$ cat src/rtl/dinv_scale_pkg.sv
// Shared types and Q4.12 arithmetic constants for the diagonal-inverse scaler.
package dinv_scale_pkg;

  typedef enum logic {
    ST_LOAD  = 1'b0,
    ST_SCALE = 1'b1
  } state_e;

  localparam int unsigned FRAC_BITS   = 12;
  localparam int unsigned ROUND_CONST = 2048;

endpackage

$ cat src/rtl/dinv_scale_if.sv
// Diagonal load, y-input and z-output handshake bundle of the scaler.
interface dinv_scale_if #(
  parameter int unsigned W = 16
);
  logic         en;
  logic         reload;
  logic [W-1:0] d_in;
  logic         d_flag;
  logic [W-1:0] y_in;
  logic         y_valid;
  logic         y_ready;
  logic [W-1:0] z_out;
  logic         z_valid;
  logic         z_ready;
  logic         z_last;
  logic         load_done;
  logic         sat_flag;

  modport master (
    output en, reload, d_in, d_flag, y_in, y_valid, z_ready,
    input  y_ready, z_out, z_valid, z_last, load_done, sat_flag
  );

  modport slave (
    input  en, reload, d_in, d_flag, y_in, y_valid, z_ready,
    output y_ready, z_out, z_valid, z_last, load_done, sat_flag
  );
endinterface

$ cat src/rtl/dinv_scale_q412_round_sat.sv
// Rounds a Q8.24-scaled product back to Q4.12 (half up) and saturates to W bits.
module q412_round_sat
  import dinv_scale_pkg::*;
#(
  parameter int unsigned W = 16
) (
  input  logic signed [2*W:0] prod_i,
  output logic [W-1:0]        z_c_o,
  output logic                sat_c_o
);
  localparam int unsigned PW = 2 * W + 1;
  localparam int unsigned SW = PW + 1 - FRAC_BITS;

  logic signed [PW:0] sum_c;
  logic [SW-1:0]      shr_c;
  logic               pos_c;

  // One guard bit keeps the rounding add from wrapping at the positive extreme.
  always_comb begin
    sum_c   = $signed({prod_i[PW-1], prod_i}) + $signed((PW + 1)'(ROUND_CONST));
    shr_c   = SW'(sum_c >>> FRAC_BITS);
    pos_c   = ~shr_c[SW-1];
    sat_c_o = (shr_c[SW-1:W-1] != {(SW - W + 1){shr_c[SW-1]}});
    if (sat_c_o) begin
      z_c_o = pos_c ? {1'b0, {(W - 1){1'b1}}} : {1'b1, {(W - 1){1'b0}}};
    end else begin
      z_c_o = shr_c[W-1:0];
    end
  end

endmodule

$ cat src/rtl/dinv_scale.sv
// Stores an N-entry reciprocal diagonal, then scales streamed vectors element-wise
// through a two-stage multiply / round-saturate pipeline.
module dinv_scale
  import dinv_scale_pkg::*;
#(
  parameter int unsigned N = 8,
  parameter int unsigned W = 16
) (
  input logic        clk,
  input logic        rst,
  dinv_scale_if.slave bus
);
  localparam int unsigned IW = (N > 1) ? $clog2(N) : 1;
  localparam int unsigned PW = 2 * W + 1;

  state_e               state_q;
  logic [W-1:0]         dinv_q [N];
  logic [IW-1:0]        idx_q;
  logic [IW-1:0]        k_q;
  logic                 s1_valid_q;
  logic                 s1_last_q;
  logic signed [PW-1:0] s1_prod_q;
  logic [W-1:0]         z_out_q;
  logic                 z_valid_q;
  logic                 z_last_q;
  logic                 sat_q;

  logic                 adv_c;
  logic                 y_fire_c;
  logic                 d_fire_c;
  logic signed [PW-1:0] d_sx_c;
  logic signed [PW-1:0] y_sx_c;
  logic signed [PW-1:0] prod_d;
  logic [W-1:0]         z_rs_c;
  logic                 sat_rs_c;

  // Reload takes priority: a coincident d_flag or y transfer has no effect.
  assign adv_c    = ~z_valid_q | bus.z_ready;
  assign y_fire_c = (state_q == ST_SCALE) & bus.en & adv_c & bus.y_valid & ~bus.reload;
  assign d_fire_c = (state_q == ST_LOAD) & bus.en & bus.d_flag & ~bus.reload;

  // Diagonal entry is unsigned, so it is zero-extended before the signed multiply.
  assign d_sx_c = PW'($signed({1'b0, dinv_q[k_q]}));
  assign y_sx_c = PW'($signed(bus.y_in));
  assign prod_d = d_sx_c * y_sx_c;

  q412_round_sat #(.W(W)) u_round_sat (
    .prod_i  (s1_prod_q),
    .z_c_o   (z_rs_c),
    .sat_c_o (sat_rs_c)
  );

  always_ff @(posedge clk) begin
    if (d_fire_c) begin
      dinv_q[idx_q] <= bus.d_in;
    end
  end

  always_ff @(posedge clk or negedge rst) begin
    if (!rst) begin
      state_q    <= ST_LOAD;
      idx_q      <= '0;
      k_q        <= '0;
      s1_valid_q <= 1'b0;
      s1_last_q  <= 1'b0;
      s1_prod_q  <= '0;
      z_out_q    <= '0;
      z_valid_q  <= 1'b0;
      z_last_q   <= 1'b0;
      sat_q      <= 1'b0;
    end else if (bus.en) begin
      if (bus.reload) begin
        state_q    <= ST_LOAD;
        idx_q      <= '0;
        k_q        <= '0;
        s1_valid_q <= 1'b0;
        z_valid_q  <= 1'b0;
        sat_q      <= 1'b0;
      end else begin
        if (d_fire_c) begin
          if (idx_q == IW'(N - 1)) begin
            idx_q   <= '0;
            state_q <= ST_SCALE;
          end else begin
            idx_q <= idx_q + IW'(1);
          end
        end
        // Both stages move together only when the output slot is free.
        if (adv_c) begin
          s1_valid_q <= y_fire_c;
          if (y_fire_c) begin
            s1_prod_q <= prod_d;
            s1_last_q <= (k_q == IW'(N - 1));
            k_q       <= (k_q == IW'(N - 1)) ? '0 : k_q + IW'(1);
          end
          z_valid_q <= s1_valid_q;
          if (s1_valid_q) begin
            z_out_q  <= z_rs_c;
            z_last_q <= s1_last_q;
            if (sat_rs_c) begin
              sat_q <= 1'b1;
            end
          end
        end
      end
    end
  end

  assign bus.y_ready   = (state_q == ST_SCALE) & bus.en & adv_c;
  assign bus.z_out     = z_out_q;
  assign bus.z_valid   = z_valid_q;
  assign bus.z_last    = z_last_q;
  assign bus.load_done = (state_q == ST_SCALE);
  assign bus.sat_flag  = sat_q;

endmodule

$ cat src/flat_wrapper.sv
// flat-port wrapper written by rule: the top's interface ports become plain ports
module dinv_scale_flat import dinv_scale_pkg::*;
#(
  parameter int unsigned N = 8,
  parameter int unsigned W = 16
)
  (clk, rst, bus_en, bus_reload, bus_d_in, bus_d_flag, bus_y_in, bus_y_valid, bus_z_ready, bus_y_ready, bus_z_out, bus_z_valid, bus_z_last, bus_load_done, bus_sat_flag);
  dinv_scale_if #(.W(W)) bus_i ();
  input logic clk;
  input logic rst;
  input wire logic [$bits(bus_i.en)-1:0] bus_en;
  input wire logic [$bits(bus_i.reload)-1:0] bus_reload;
  input wire logic [$bits(bus_i.d_in)-1:0] bus_d_in;
  input wire logic [$bits(bus_i.d_flag)-1:0] bus_d_flag;
  input wire logic [$bits(bus_i.y_in)-1:0] bus_y_in;
  input wire logic [$bits(bus_i.y_valid)-1:0] bus_y_valid;
  input wire logic [$bits(bus_i.z_ready)-1:0] bus_z_ready;
  output wire logic [$bits(bus_i.y_ready)-1:0] bus_y_ready;
  output wire logic [$bits(bus_i.z_out)-1:0] bus_z_out;
  output wire logic [$bits(bus_i.z_valid)-1:0] bus_z_valid;
  output wire logic [$bits(bus_i.z_last)-1:0] bus_z_last;
  output wire logic [$bits(bus_i.load_done)-1:0] bus_load_done;
  output wire logic [$bits(bus_i.sat_flag)-1:0] bus_sat_flag;
  assign bus_i.en = bus_en;
  assign bus_i.reload = bus_reload;
  assign bus_i.d_in = bus_d_in;
  assign bus_i.d_flag = bus_d_flag;
  assign bus_i.y_in = bus_y_in;
  assign bus_i.y_valid = bus_y_valid;
  assign bus_i.z_ready = bus_z_ready;
  assign bus_y_ready = bus_i.y_ready;
  assign bus_z_out = bus_i.z_out;
  assign bus_z_valid = bus_i.z_valid;
  assign bus_z_last = bus_i.z_last;
  assign bus_load_done = bus_i.load_done;
  assign bus_sat_flag = bus_i.sat_flag;
  dinv_scale #(.N(N), .W(W)) u_core (.clk(clk), .rst(rst), .bus(bus_i));
endmodule
$ cat config.mk
export PLATFORM = sky130hd
export DESIGN_NAME = dinv_scale_flat
export DESIGN_NICKNAME = d
export VERILOG_FILES = /design/src/rtl/dinv_scale_pkg.sv /design/src/rtl/dinv_scale_if.sv /design/src/rtl/dinv_scale_q412_round_sat.sv /design/src/rtl/dinv_scale.sv /design/src/flat_wrapper.sv
export SDC_FILE = /design/constraint.sdc
export NUM_CORES = 1
export LEC_CHECK = 0
export ABC_AREA = 0
export CAP_MARGIN = 10
export CORE_ASPECT_RATIO = 1.1
export CORE_MARGIN = 2
export CORE_UTILIZATION = 63
export CTS_CLUSTER_SIZE = 40
export DETAILED_ROUTE_END_ITERATION = 10
export GPL_ROUTABILITY_DRIVEN = 0
export GPL_TIMING_DRIVEN = 1
export PLACE_DENSITY = 0.87
export SLEW_MARGIN = 40
export SYNTH_ARGS = -nofsm -noshare
export SYNTH_HDL_FRONTEND = slang
export SYNTH_SLANG_ARGS = --single-unit
$ cat constraint.sdc
create_clock -name clk -period 10.9 [get_ports clk]
set_input_delay 1.09 -clock clk [delete_from_list [all_inputs] [get_ports clk]]
set_output_delay 1.09 -clock clk [all_outputs]
set_load 0.05 [all_outputs]
==> results.json, run 1 <==
{
  "timing.critical_path.max_delay_family": "adder cells",
  "critical_path_buf_inv_count": 5,
  "worstSetupPathType": "reg -> reg",
  "final-hold-violation-count": 0,
  "antenna_left": 0,
  "crit_slowest_cell": "sky130_fd_sc_hd__a2111oi_0",
  "grt_overflow": 0,
  "root_buffer": "sky130_fd_sc_hd__clkbuf_16",
  "number_of_nets_produced_by_synthesis": 1818,
  "switching_share_pct": 48.57,
  "clock_power_share_pct": 13.4,
  "p_int_mw": 2.324,
  "status": "completed",
  "power_density_nw_per_um2": 259.0,
  "cpMostUsedCell": "sky130_fd_sc_hd__fa_1",
  "final.fill_count": 1699,
  "final_core_utilization_pct": 69.48,
  "finalNetCount": 1848,
  "timing.final.max_slew_violations": 0,
  "ctsHtreeMaxLevel": 4,
  "edff_count_synth": 128,
  "layout-drive-gt1-share_pct": 7.375,
  "n_antenna_cell": 0,
  "syn-mean-instance-area_um2": 10.96,
  "multi_input_logic_area_um2": 9738,
  "final_setup_vio_count": 0,
  "final.setup.tns_ns": 0,
  "io_pins": 60,
  "path_clk_slew_ns": 0.07,
  "proportion_of_power_drawn_by_flip_flops_and_latches_pct": 17.0,
  "crit_path_cell_trace": "buf_4, mux4_2, mux2_2, and2_1, fa_1, inv_1, fa_1, fa_1, fa_1, inv_1, fa_1, inv_1, fa_1, inv_1, ha_1, a211oi_1, nor2_1, a2111oi_0, o311a_1, nor3_1, a2111oi_0, o21ai_0, o21ai_0",
  "num_vias": 10970,
  "clock_skew_ns": 0.02072,
  "vdd_ir_drop_max_v": 0.0004169,
  "clock_latency_ns": 0.44,
  "core_footprint_um2": 25110,
  "dpl-instance-area_um2": 16850,
  "maximum_number_of_pins_on_one_net_before_global_route_repair": 51,
  "period_needed_ns": 8.337,
  "fp.dieArea_um2": 26720,
  "post_cts_resize_count": 0,
  "post_cts_hold_buffer_count": 0,
  "async_reset_ff_share_pct": 28.09,
  "synth_seq_cells": 178,
  "slew-limit-headroom_pct": 44.88,
  "combinationalPowerShare_pct": 69.6,
  "finalNonFillerCells": 1820,
  "fmax_ghz": 0.1200,
  "first_pass_iters": 5,
  "maxCapViolations": 0,
  "post-place-cells": 1788,
  "postSynth.topFlopCell": "sky130_fd_sc_hd__edfxtp_1",
  "most_frequent_standard_cell_in_the_layout_excluding_fill_and_tap_cells": "sky130_fd_sc_hd__inv_1",
  "number_of_cell_rows": 61,
  "fp.dieH_um": 171.3,
  "worst_pin_slew_ns": 0.8242,
  "timing.critical_path.to_type": "flop",
  "post_synth_num_cell_types": 65,
  "final_non_filler_cell_area_um2": 17450,
  "worst_slack_ns": 2.563,
  "required_ns": 11.24,
  "detailed_place_hpwl_um": 25950,
  "first_global_vias": 11620,
  "min_period_over_period_pct": 76.48,
  "critical_path.startpoint_type": "flop",
  "postCtsSetupRepairBufs": 0,
  "globalRouteTotalUtil_pct": 27.63,
  "global_route_wire_length_before_repair_um": 57020,
  "synth_cells": 1462,
  "net-switching-power_mw": 2.195,
  "viasPerCell": 6.026,
  "rsz0062_at_grt": "no",
  "path_max_fanout": 30,
  "worst_setup_slack_after_placement_ns": 2.626,
  "dieWidth_um": 156.1,
  "antenna_found_initial": 0,
  "leading_cell_types_in_the_layout_fill_and_taps_excluded": "sky130_fd_sc_hd__inv_1 (252), sky130_fd_sc_hd__fa_1 (193), sky130_fd_sc_hd__nand2_1 (175)",
  "timing.critical_path.arrival_ns": 8.68,
  "drc": 0,
  "drtIter0Drc": 891,
  "critPathMaxStageDelay_ns": 0.62,
  "place.port_buffers": 59,
  "area_growth_syn_to_layout_pct": 8.887,
  "tritoncts_clock_tree": "built",
  "synthesis.yosys.warnings": 0,
  "starting_utilization_of_the_core_area_pct": 63.80,
  "detail_route.wirelength_um": 35130,
  "hold_path.class": "reg -> reg",
  "seq_area_frac_synth_pct": 31.80,
  "sequential_cell_area_um2": 5097,
  "clock_sinks": 178,
  "cts-root-to-sink-buffers": 2,
  "cellLeakagePower_nw": 7.690,
  "cts_buffer_count": 17,
  "routed_wire_length_per_instance_um": 19.30,
  "synth.cell_area_um2": 16020
}
path summary, 6_finish.rpt:
kind | depth (start not counted) | slack [ns] | from | end
max | 23 | 2.56 | u_core.k_q[0]$_DFFE_PN0P_ | u_core.s1_prod_q[29]$_DFFE_PN0P_
min | 2 | 0.46 | u_core.s1_last_q$_DFFE_PN0P_ | u_core.bus.z_last$_DFFE_PN0P_
max reg2reg | 23 | 2.56 | u_core.k_q[0]$_DFFE_PN0P_ | u_core.s1_prod_q[29]$_DFFE_PN0P_
min reg2reg | 2 | 0.46 | u_core.s1_last_q$_DFFE_PN0P_ | u_core.bus.z_last$_DFFE_PN0P_
max in group asynchronous | 1 | 9.77 | rst | u_core.k_q[0]$_DFFE_PN0P_
min in group asynchronous | 1 | 0.68 | rst | u_core.s1_prod_q[23]$_DFFE_PN0P_
tightest hold or removal path: stages (launching register included):
cell	delay (ns)
sky130_fd_sc_hd__dfrtp_1	0.34
sky130_fd_sc_hd__nand2_1	0.05
sky130_fd_sc_hd__nand2_1	0.05
cell type report:
class | count | share of cell area [%]
inverter | 252 | 5.422
tap | 315 | 2.259
multi-input combinational | 972 | 55.82
clock buffer | 17 | 2.438
clock inverter | 15 | 0.9539
sequential | 178 | 29.22
timing repair buffer | 71 | 3.887
metrics by stage:
step,hold WS (ns),total power [mW]
floorplan,0.4386,3.100
global placement,0.4617,3.785
detailed placement,0.4619,3.855
CTS,0.4698,4.482
global route,0.4908,4.917
finish,0.4629,4.519
power by group through the flow:
stage	registers [mW]	logic, mW	clock network, mW
5_1_grt	0.772	3.51	0.638
6_report	0.769	3.15	0.603
3_5_place_dp	0.783	3.07	0
4_1_cts	0.769	3.10	0.611
3_3_place_gp	0.781	3.00	0
2_1_floorplan	0.780	2.32	0
synthesized netlist by cell type, drive strengths merged (2+ instances only):
| library cell | n | area [µm²] |
|---|---|---|
| ha | 124 | 1551 |
| mux4 | 30 | 675.7 |
| a211oi | 5 | 37.54 |
| nand2b | 11 | 68.82 |
| edfxtp | 128 | 3844 |
| a31oi | 5 | 31.28 |
| and3 | 11 | 68.82 |
| and2 | 110 | 688.2 |
| nor4 | 3 | 18.77 |
| dfrtp | 50 | 1251 |
| nand2 | 175 | 656.9 |
| o311a | 2 | 20.02 |
| inv | 252 | 945.9 |
| nand3 | 23 | 120.1 |
| a221o | 15 | 150.1 |
| a22oi | 3 | 22.52 |
| or2 | 10 | 62.56 |
| o21bai | 3 | 22.52 |
| nor3 | 12 | 65.06 |
| o41ai | 2 | 17.52 |
| o22ai | 5 | 31.28 |
| and4 | 4 | 35.03 |
| nor2 | 36 | 135.1 |
| fa | 193 | 3864 |
| a21oi | 33 | 165.2 |
| buf | 10 | 67.56 |
| nor3b | 2 | 15.01 |
| mux2i | 5 | 50.05 |
| o31ai | 7 | 52.55 |
| nand4 | 6 | 37.54 |
| xnor2 | 24 | 210.2 |
| a22o | 2 | 17.52 |
| nand3b | 3 | 22.52 |
| xor2 | 10 | 87.58 |
| clkbuf | 50 | 187.7 |
| or4 | 2 | 18.77 |
| o21a | 2 | 15.01 |
| a41oi | 3 | 26.28 |
| o21ai | 37 | 185.2 |
| mux2 | 17 | 191.4 |
| a2111oi | 3 | 26.28 |
| a21o | 6 | 45.04 |
| nor2b | 14 | 87.58 |
state kept, by name, indices dropped and copies added (netlist names):
register and count:
u_core.bus.z_valid 1, u_core.s1_valid_q 1, u_core.s1_prod_q 22, u_core.idx_q 3, u_core.dinv_q 128, u_core.bus.z_out 16
u_core.bus.z_last 1, u_core.s1_last_q 1, u_core.bus.load_done 1, u_core.k_q 3, u_core.bus.sat_flag 1
cell families after synthesis:
family,synth area share (%)
AO/OA/AOI/OAI,6.052
adder cells (fa/ha/maj),33.80
buffers and inverters,7.497
flip-flops,31.80
XOR/XNOR,1.859
AND/OR/NAND/NOR,13.27
multiplexers,5.724
per-layer routing:
layer,share of wire (%),global-route usage [%],vias up
li1,-,-,4855
met2,54,49.90,441
met5,0,0,-
met4,4.0,12.41,0
met3,5.9,3.855,107
met1,36,33.10,5565
No activity file was read; power rests on OpenSTA's default activity.
==> run 2, diff against run 1 <==
--- a/config.mk
+++ b/config.mk
@@ -9,12 +9,12 @@
 export CAP_MARGIN = 10
 export CORE_ASPECT_RATIO = 1.1
 export CORE_MARGIN = 2
-export CORE_UTILIZATION = 63
+export CORE_UTILIZATION = 57
 export CTS_CLUSTER_SIZE = 40
 export DETAILED_ROUTE_END_ITERATION = 10
 export GPL_ROUTABILITY_DRIVEN = 0
 export GPL_TIMING_DRIVEN = 1
-export PLACE_DENSITY = 0.87
+export PLACE_DENSITY = 0.83
 export SLEW_MARGIN = 40
 export SYNTH_ARGS = -nofsm -noshare
 export SYNTH_HDL_FRONTEND = slang
==> constraint.sdc (replaced) <==
create_clock -name clk -period 7 [get_ports clk]
set_input_delay 0.7 -clock clk [delete_from_list [all_inputs] [get_ports clk]]
set_output_delay 0.7 -clock clk [all_outputs]
set_load 0.05 [all_outputs]
==> run 2 against run 1 <==
Design area rose by 7.3%. Critical path depth did not move. Via count rose by 4.5%. Fmax rose by 20%. Sequential power rose by 56%. Die area rose by 10%. Non-clock buffer count rose by 93. Utilization fell by 1.9 points. Critical path type unchanged. Largest cell class unchanged.
==> results.json, run 2 (synthesis results as in run 1) <==
{
  "clock_skew_ns": 0.01287,
  "maximum_number_of_pins_on_one_net_before_global_route_repair": 51,
  "rsz0062_at_grt": "yes",
  "drc": 0,
  "power_density_nw_per_um2": 463.3,
  "post_cts_hold_buffer_count": 0,
  "routed_wire_length_per_instance_um": 20.22,
  "first_pass_iters": 6,
  "first_global_vias": 12180,
  "period_needed_ns": 6.957,
  "min_period_over_period_pct": 99.39,
  "final.fill_count": 1916,
  "worst_r2r_path_depth": 23,
  "vdd_ir_drop_max_v": 0.0006291,
  "maxCapViolations": 0,
  "finalNetCount": 1941,
  "detail_route.wirelength_um": 39650,
  "timing.critical_path.arrival_ns": 7.33,
  "place.port_buffers": 59,
  "worstSetupPathType": "reg -> reg",
  "ctsHtreeMaxLevel": 4,
  "hold_path.class": "in -> async",
  "r2r_slack_ns": 0.04,
  "r2r-end": "u_core.s1_prod_q[30]$_DFFE_PN0P_",
  "detailed_place_hpwl_um": 29040,
  "final_setup_vio_count": 0,
  "cts_buffer_count": 17,
  "largest_register_ffs": 128,
  "n_antenna_cell": 0,
  "final-hold-violation-count": 0,
  "cts-root-to-sink-buffers": 2,
  "grt_overflow": 0,
  "starting_utilization_of_the_core_area_pct": 57.83,
  "multi_input_logic_area_um2": 10110,
  "fp.dieH_um": 179.8,
  "dieWidth_um": 163.9,
  "root_buffer": "sky130_fd_sc_hd__clkbuf_16",
  "timing.critical_path.to_type": "flop",
  "timing.rr.start": "u_core.k_q[0]$_DFFE_PN0P_",
  "critical_path.startpoint_type": "flop",
  "leading_cell_types_in_the_layout_fill_and_taps_excluded": "sky130_fd_sc_hd__inv_1 (248), sky130_fd_sc_hd__fa_1 (190), sky130_fd_sc_hd__nand2_1 (171)",
  "antenna_left": 0,
  "dpl-instance-area_um2": 17650,
  "worst_pin_slew_ns": 0.7359,
  "io_pins": 60,
  "global_route_wire_length_before_repair_um": 61520,
  "area_growth_syn_to_layout_pct": 16.81,
  "number_of_cell_rows": 64,
  "timing.final.max_slew_violations": 0,
  "clock_sinks": 178,
  "top_register": "u_core.dinv_q",
  "sequential_cell_area_um2": 5097,
  "num_vias": 11470,
  "fp.dieArea_um2": 29470,
  "viasPerCell": 5.847,
  "clock_latency_ns": 0.44,
  "final_non_filler_cell_area_um2": 18710,
  "layout-drive-gt1-share_pct": 15.96,
  "tritoncts_clock_tree": "built",
  "path_max_fanout": 7,
  "most_frequent_standard_cell_in_the_layout_excluding_fill_and_tap_cells": "sky130_fd_sc_hd__inv_1",
  "drtIter0Drc": 713,
  "slew-limit-headroom_pct": 50.48,
  "required_ns": 7.38,
  "fmax_ghz": 0.1437,
  "antenna_found_initial": 0,
  "cellLeakagePower_nw": 8.290,
  "core_footprint_um2": 27710,
  "hold_slack_final_ns": 0.3746,
  "status": "completed",
  "path_clk_slew_ns": 0.07,
  "globalRouteTotalUtil_pct": 27.17
}
run 2: cell count changes in the layout (fill, tap and decap cells not counted), sizes merged:
cell | previous run | this run
buf | 13 | 106
clkinv | 6 | 7
clkinvlp | 2 | 1
run 2: how the worst max path moves through the flow:
stage,slack (ns),end,from
after floorplan,0.004,u_core.s1_prod_q[30]$_DFFE_PN0P_,u_core.k_q[0]$_DFFE_PN0P_
final,0.04,u_core.s1_prod_q[30]$_DFFE_PN0P_,u_core.k_q[0]$_DFFE_PN0P_
after CTS,0.0001,u_core.s1_prod_q[30]$_DFFE_PN0P_,u_core.k_q[0]$_DFFE_PN0P_
after detailed placement,-0.09,u_core.s1_prod_q[29]$_DFFE_PN0P_,u_core.k_q[0]$_DFFE_PN0P_
after global placement,0.05,u_core.s1_prod_q[29]$_DFFE_PN0P_,u_core.k_q[0]$_DFFE_PN0P_
after global routing,-0.22,u_core.s1_prod_q[30]$_DFFE_PN0P_,u_core.k_q[0]$_DFFE_PN0P_
run 2: repair_timing:
action / in CTS / in global routing
buffers inserted: 0 / 10
gates resized for setup: 13 / 71
endpoints found under the setup margin: 7 / 16
pin swaps: 3 / 35
run 2: power by group:
group,total (mW),switching (mW),internal [mW]
logic,6.52,3.60,2.92
clock network,0.950,0.466,0.484
registers,1.20,0.0363,1.16
run 2: layout make-up:
type                       instances  area share (%)
clock inverter                    15          0.9561
sequential                       178           27.24
timing repair buffer             164           8.016
inverter                         252           5.054
multi-input combinational        972           54.03
tap                              363           2.427
clock buffer                      17           2.273
run 2: critical path, stage by stage, from the launching register on:
cell,delay [ns]
sky130_fd_sc_hd__dfrtp_2,0.41
sky130_fd_sc_hd__buf_12,0.14
sky130_fd_sc_hd__mux4_2,0.50
sky130_fd_sc_hd__mux2_4,0.33
sky130_fd_sc_hd__and2_1,0.19
sky130_fd_sc_hd__fa_1,0.56
sky130_fd_sc_hd__inv_1,0.07
sky130_fd_sc_hd__fa_1,0.49
sky130_fd_sc_hd__fa_1,0.49
sky130_fd_sc_hd__inv_1,0.05
sky130_fd_sc_hd__fa_1,0.44
sky130_fd_sc_hd__fa_1,0.49
sky130_fd_sc_hd__inv_1,0.05
sky130_fd_sc_hd__fa_1,0.52
sky130_fd_sc_hd__inv_1,0.07
sky130_fd_sc_hd__ha_4,0.28
sky130_fd_sc_hd__nand4_1,0.20
sky130_fd_sc_hd__nor2_1,0.17
sky130_fd_sc_hd__nand3_1,0.14
sky130_fd_sc_hd__o311a_4,0.44
sky130_fd_sc_hd__nor3_4,0.28
sky130_fd_sc_hd__a2111oi_4,0.11
sky130_fd_sc_hd__or4_1,0.41
sky130_fd_sc_hd__nand3_1,0.07
run 2: per-layer routing:
metal,vias up,GRT usage [%],wire length (µm)
met5,-,0,0
met4,0,12.77,2028
met3,146,3.853,1975
met2,453,48.59,21310
met1,5809,32.04,14340
li1,5057,-,-
run 2: through the flow:
step	cells	setup WS (ns)	utilization [%]	setup TNS (ns)	total power, mW
5_1_grt	1961	-0.2184	67.54	-1.357	9.299
2_1_floorplan	1462	0.003692	-	0	4.871
4_1_cts	1952	0.0001261	66.13	0	7.716
3_5_place_dp	1920	-0.09290	63.71	-0.1773	6.556
3_3_place_gp	1920	0.05206	63.70	0	6.389
6_report	1961	0.04263	67.54	0	8.670
==> run 3, diff against run 2 <==
--- a/config.mk
+++ b/config.mk
@@ -15,6 +15,7 @@
 export GPL_ROUTABILITY_DRIVEN = 0
 export GPL_TIMING_DRIVEN = 1
 export PLACE_DENSITY = 0.83
+export SKIP_CTS_REPAIR_TIMING = 1
 export SLEW_MARGIN = 40
 export SYNTH_ARGS = -nofsm -noshare
 export SYNTH_HDL_FRONTEND = slang
==> constraint.sdc (replaced) <==
create_clock -name clk -period 7 [get_ports clk]
set_input_delay 0.7 -clock clk [delete_from_list [all_inputs] [get_ports clk]]
set_output_delay 0.7 -clock clk [all_outputs]
set_load 0.1 [all_outputs]
==> run 3 against run 2 <==
The run now ends with setup timing left. Design area fell by 0.78%. Clock power is 1% lower. Via count is 0.74% lower. First-iteration DRC count down 5.5%. Sequential power hardly changed. Largest cell class unchanged.
==> results.json, run 3 (synthesis results as in run 1) <==
{
  "status": "finished with violations",
  "failed_checks": "setup timing",
  "clock_latency_ns": 0.44,
  "antenna_left": 0,
  "dr.max_layer_used": "met4",
  "critical_path.startpoint_type": "flop",
  "root_buffer": "sky130_fd_sc_hd__clkbuf_16",
  "io_pins": 60,
  "min_period_over_period_pct": 100.1,
  "timing.critical_path.to_type": "flop",
  "global_route_wire_length_before_repair_um": 60070,
  "final_setup_vio_count": 1,
  "met3RoutedLength_um": 2249,
  "cellLeakagePower_nw": 8.330,
  "drc": 0,
  "power_density_nw_per_um2": 458.9,
  "multi_input_logic_area_um2": 10090,
  "tritoncts_clock_tree": "built",
  "hold_slack_final_ns": 0.3801,
  "path_max_fanout": 6,
  "viasPerCell": 5.809,
  "detail_route.wirelength_um": 38410,
  "drtIter0Drc": 674,
  "wl_met2_um": 20590,
  "routed_wire_length_per_instance_um": 19.61,
  "final-hold-violation-count": 0,
  "worst_pin_slew_ns": 0.6503,
  "worst_r2r_path_depth": 24,
  "r2r-end": "u_core.s1_prod_q[29]$_DFFE_PN0P_",
  "ctsHtreeMaxLevel": 4,
  "globalRouteTotalUtil_pct": 26.37,
  "fmax_ghz": 0.1428,
  "clock_sinks": 178,
  "largest_register_ffs": 128,
  "number_of_cell_rows": 64,
  "num_vias": 11380,
  "detailed_place_hpwl_um": 28830,
  "timing.rr.start": "u_core.k_q[0]$_DFFE_PN0P_",
  "cts_buffer_count": 17,
  "top_register": "u_core.dinv_q",
  "maxCapViolations": 0,
  "first_global_vias": 11930,
  "rsz0062_at_grt": "yes",
  "power_mw": 8.521,
  "leading_cell_types_in_the_layout_fill_and_taps_excluded": "sky130_fd_sc_hd__inv_1 (249), sky130_fd_sc_hd__fa_1 (191), sky130_fd_sc_hd__nand2_1 (172)",
  "grt_overflow": 0,
  "detail_route.wirelength.met1_um": 13750,
  "first_pass_iters": 7,
  "place.port_buffers": 59,
  "worstSetupPathType": "reg -> reg",
  "fp.dieH_um": 179.8,
  "core_footprint_um2": 27710,
  "period_needed_ns": 7.004,
  "most_frequent_standard_cell_in_the_layout_excluding_fill_and_tap_cells": "sky130_fd_sc_hd__inv_1",
  "path_clk_slew_ns": 0.08,
  "sequential_cell_area_um2": 5097,
  "dieWidth_um": 163.9,
  "antenna_found_initial": 0,
  "maximum_number_of_pins_on_one_net_before_global_route_repair": 51,
  "area_growth_syn_to_layout_pct": 15.89,
  "required_ns": 7.36,
  "fp.dieArea_um2": 29470,
  "starting_utilization_of_the_core_area_pct": 57.83,
  "clock_skew_ns": 0.01520,
  "r2r_slack_ns": -0.004,
  "n_antenna_cell": 0,
  "hold_path.class": "in -> async",
  "timing.critical_path.arrival_ns": 7.37,
  "slew-limit-headroom_pct": 56.25,
  "timing.final.max_slew_violations": 0,
  "worst_slack_ns": -0.004143,
  "cts-root-to-sink-buffers": 2,
  "vdd_ir_drop_max_v": 0.0007234,
  "final.fill_count": 1957,
  "finalNetCount": 1939,
  "layout-drive-gt1-share_pct": 16.79
}
run 3: cell types whose count changed in the layout (fill, tap and decap cells not counted), sizes merged:
cell and change:
clkinv +1, clkinvlp -1, buf +18, clkdlybuf4s50 -21, clkbuf +1
run 3: per-stage QoR:
step	instances	setup WS, ns	util [%]	setup TNS [ns]	cell area (µm²)
final	1959	-0.004143	67.02	-0.004143	18570
after detailed placement	1920	-0.1261	63.33	-0.2390	17550
after global placement	1920	0.05206	63.70	0	17650
after global routing	1959	-0.2145	67.02	-1.902	18570
after floorplan	1462	0.003692	-	0	16080
after CTS	1952	-0.1849	65.51	-0.5612	18150
run 3: worst max-delay path: stages (launching register included):
cell	delay [ns]
sky130_fd_sc_hd__dfrtp_2	0.48
sky130_fd_sc_hd__buf_12	0.16
sky130_fd_sc_hd__mux4_2	0.48
sky130_fd_sc_hd__mux2_4	0.32
sky130_fd_sc_hd__and2_4	0.17
sky130_fd_sc_hd__fa_1	0.54
sky130_fd_sc_hd__inv_1	0.06
sky130_fd_sc_hd__fa_1	0.50
sky130_fd_sc_hd__fa_1	0.55
sky130_fd_sc_hd__inv_1	0.05
sky130_fd_sc_hd__fa_1	0.44
sky130_fd_sc_hd__fa_1	0.49
sky130_fd_sc_hd__inv_1	0.06
sky130_fd_sc_hd__fa_1	0.54
sky130_fd_sc_hd__inv_1	0.07
sky130_fd_sc_hd__ha_4	0.28
sky130_fd_sc_hd__nand4_1	0.18
sky130_fd_sc_hd__nor2_1	0.16
sky130_fd_sc_hd__nand3_1	0.14
sky130_fd_sc_hd__o311a_4	0.39
sky130_fd_sc_hd__buf_4	0.15
sky130_fd_sc_hd__or3_4	0.35
sky130_fd_sc_hd__a21boi_4	0.18
sky130_fd_sc_hd__nor3_2	0.05
sky130_fd_sc_hd__o21ai_1	0.12
run 3: worst max path at each step:
stage | startpoint | end | slack (ns) | cells past startpoint
6_report | u_core.k_q[0]$_DFFE_PN0P_ | u_core.s1_prod_q[29]$_DFFE_PN0P_ | -0.004 | 24
5_1_grt | u_core.k_q[0]$_DFFE_PN0P_ | u_core.s1_prod_q[31]$_DFFE_PN0P_ | -0.21 | 25
4_1_cts | u_core.k_q[0]$_DFFE_PN0P_ | u_core.s1_prod_q[29]$_DFFE_PN0P_ | -0.18 | 23
3_5_place_dp | u_core.k_q[0]$_DFFE_PN0P_ | u_core.s1_prod_q[29]$_DFFE_PN0P_ | -0.13 | 23
3_3_place_gp | u_core.k_q[0]$_DFFE_PN0P_ | u_core.s1_prod_q[29]$_DFFE_PN0P_ | 0.05 | 23
2_1_floorplan | u_core.k_q[0]$_DFFE_PN0P_ | u_core.s1_prod_q[30]$_DFFE_PN0P_ | 0.004 | 25
run 3: routing by layer:
| layer | vias to the layer above | track usage [%] |
|---|---|---|
| met1 | 5731 | 31.28 |
| met3 | 132 | 3.576 |
| met5 | - | 0 |
| li1 | 5051 | - |
| met4 | 0 | 12.32 |
| met2 | 466 | 47.13 |
run 3: area by class of cell:
type | instances | share of cell area [%]
timing repair buffer | 162 | 7.399
clock inverter | 15 | 0.9569
clock buffer | 17 | 2.291
tap | 363 | 2.446
sequential | 178 | 27.45
inverter | 252 | 5.094
multi-input combinational | 972 | 54.36
run 3: power breakdown:
part	total [mW]	leakage (nW)	internal, mW	switching (mW)
logic	6.38	6.19	2.88	3.50
clock network	0.940	0.295	0.483	0.457
registers	1.20	1.85	1.16	0.0361
total	8.52	8.33	4.53	3.99
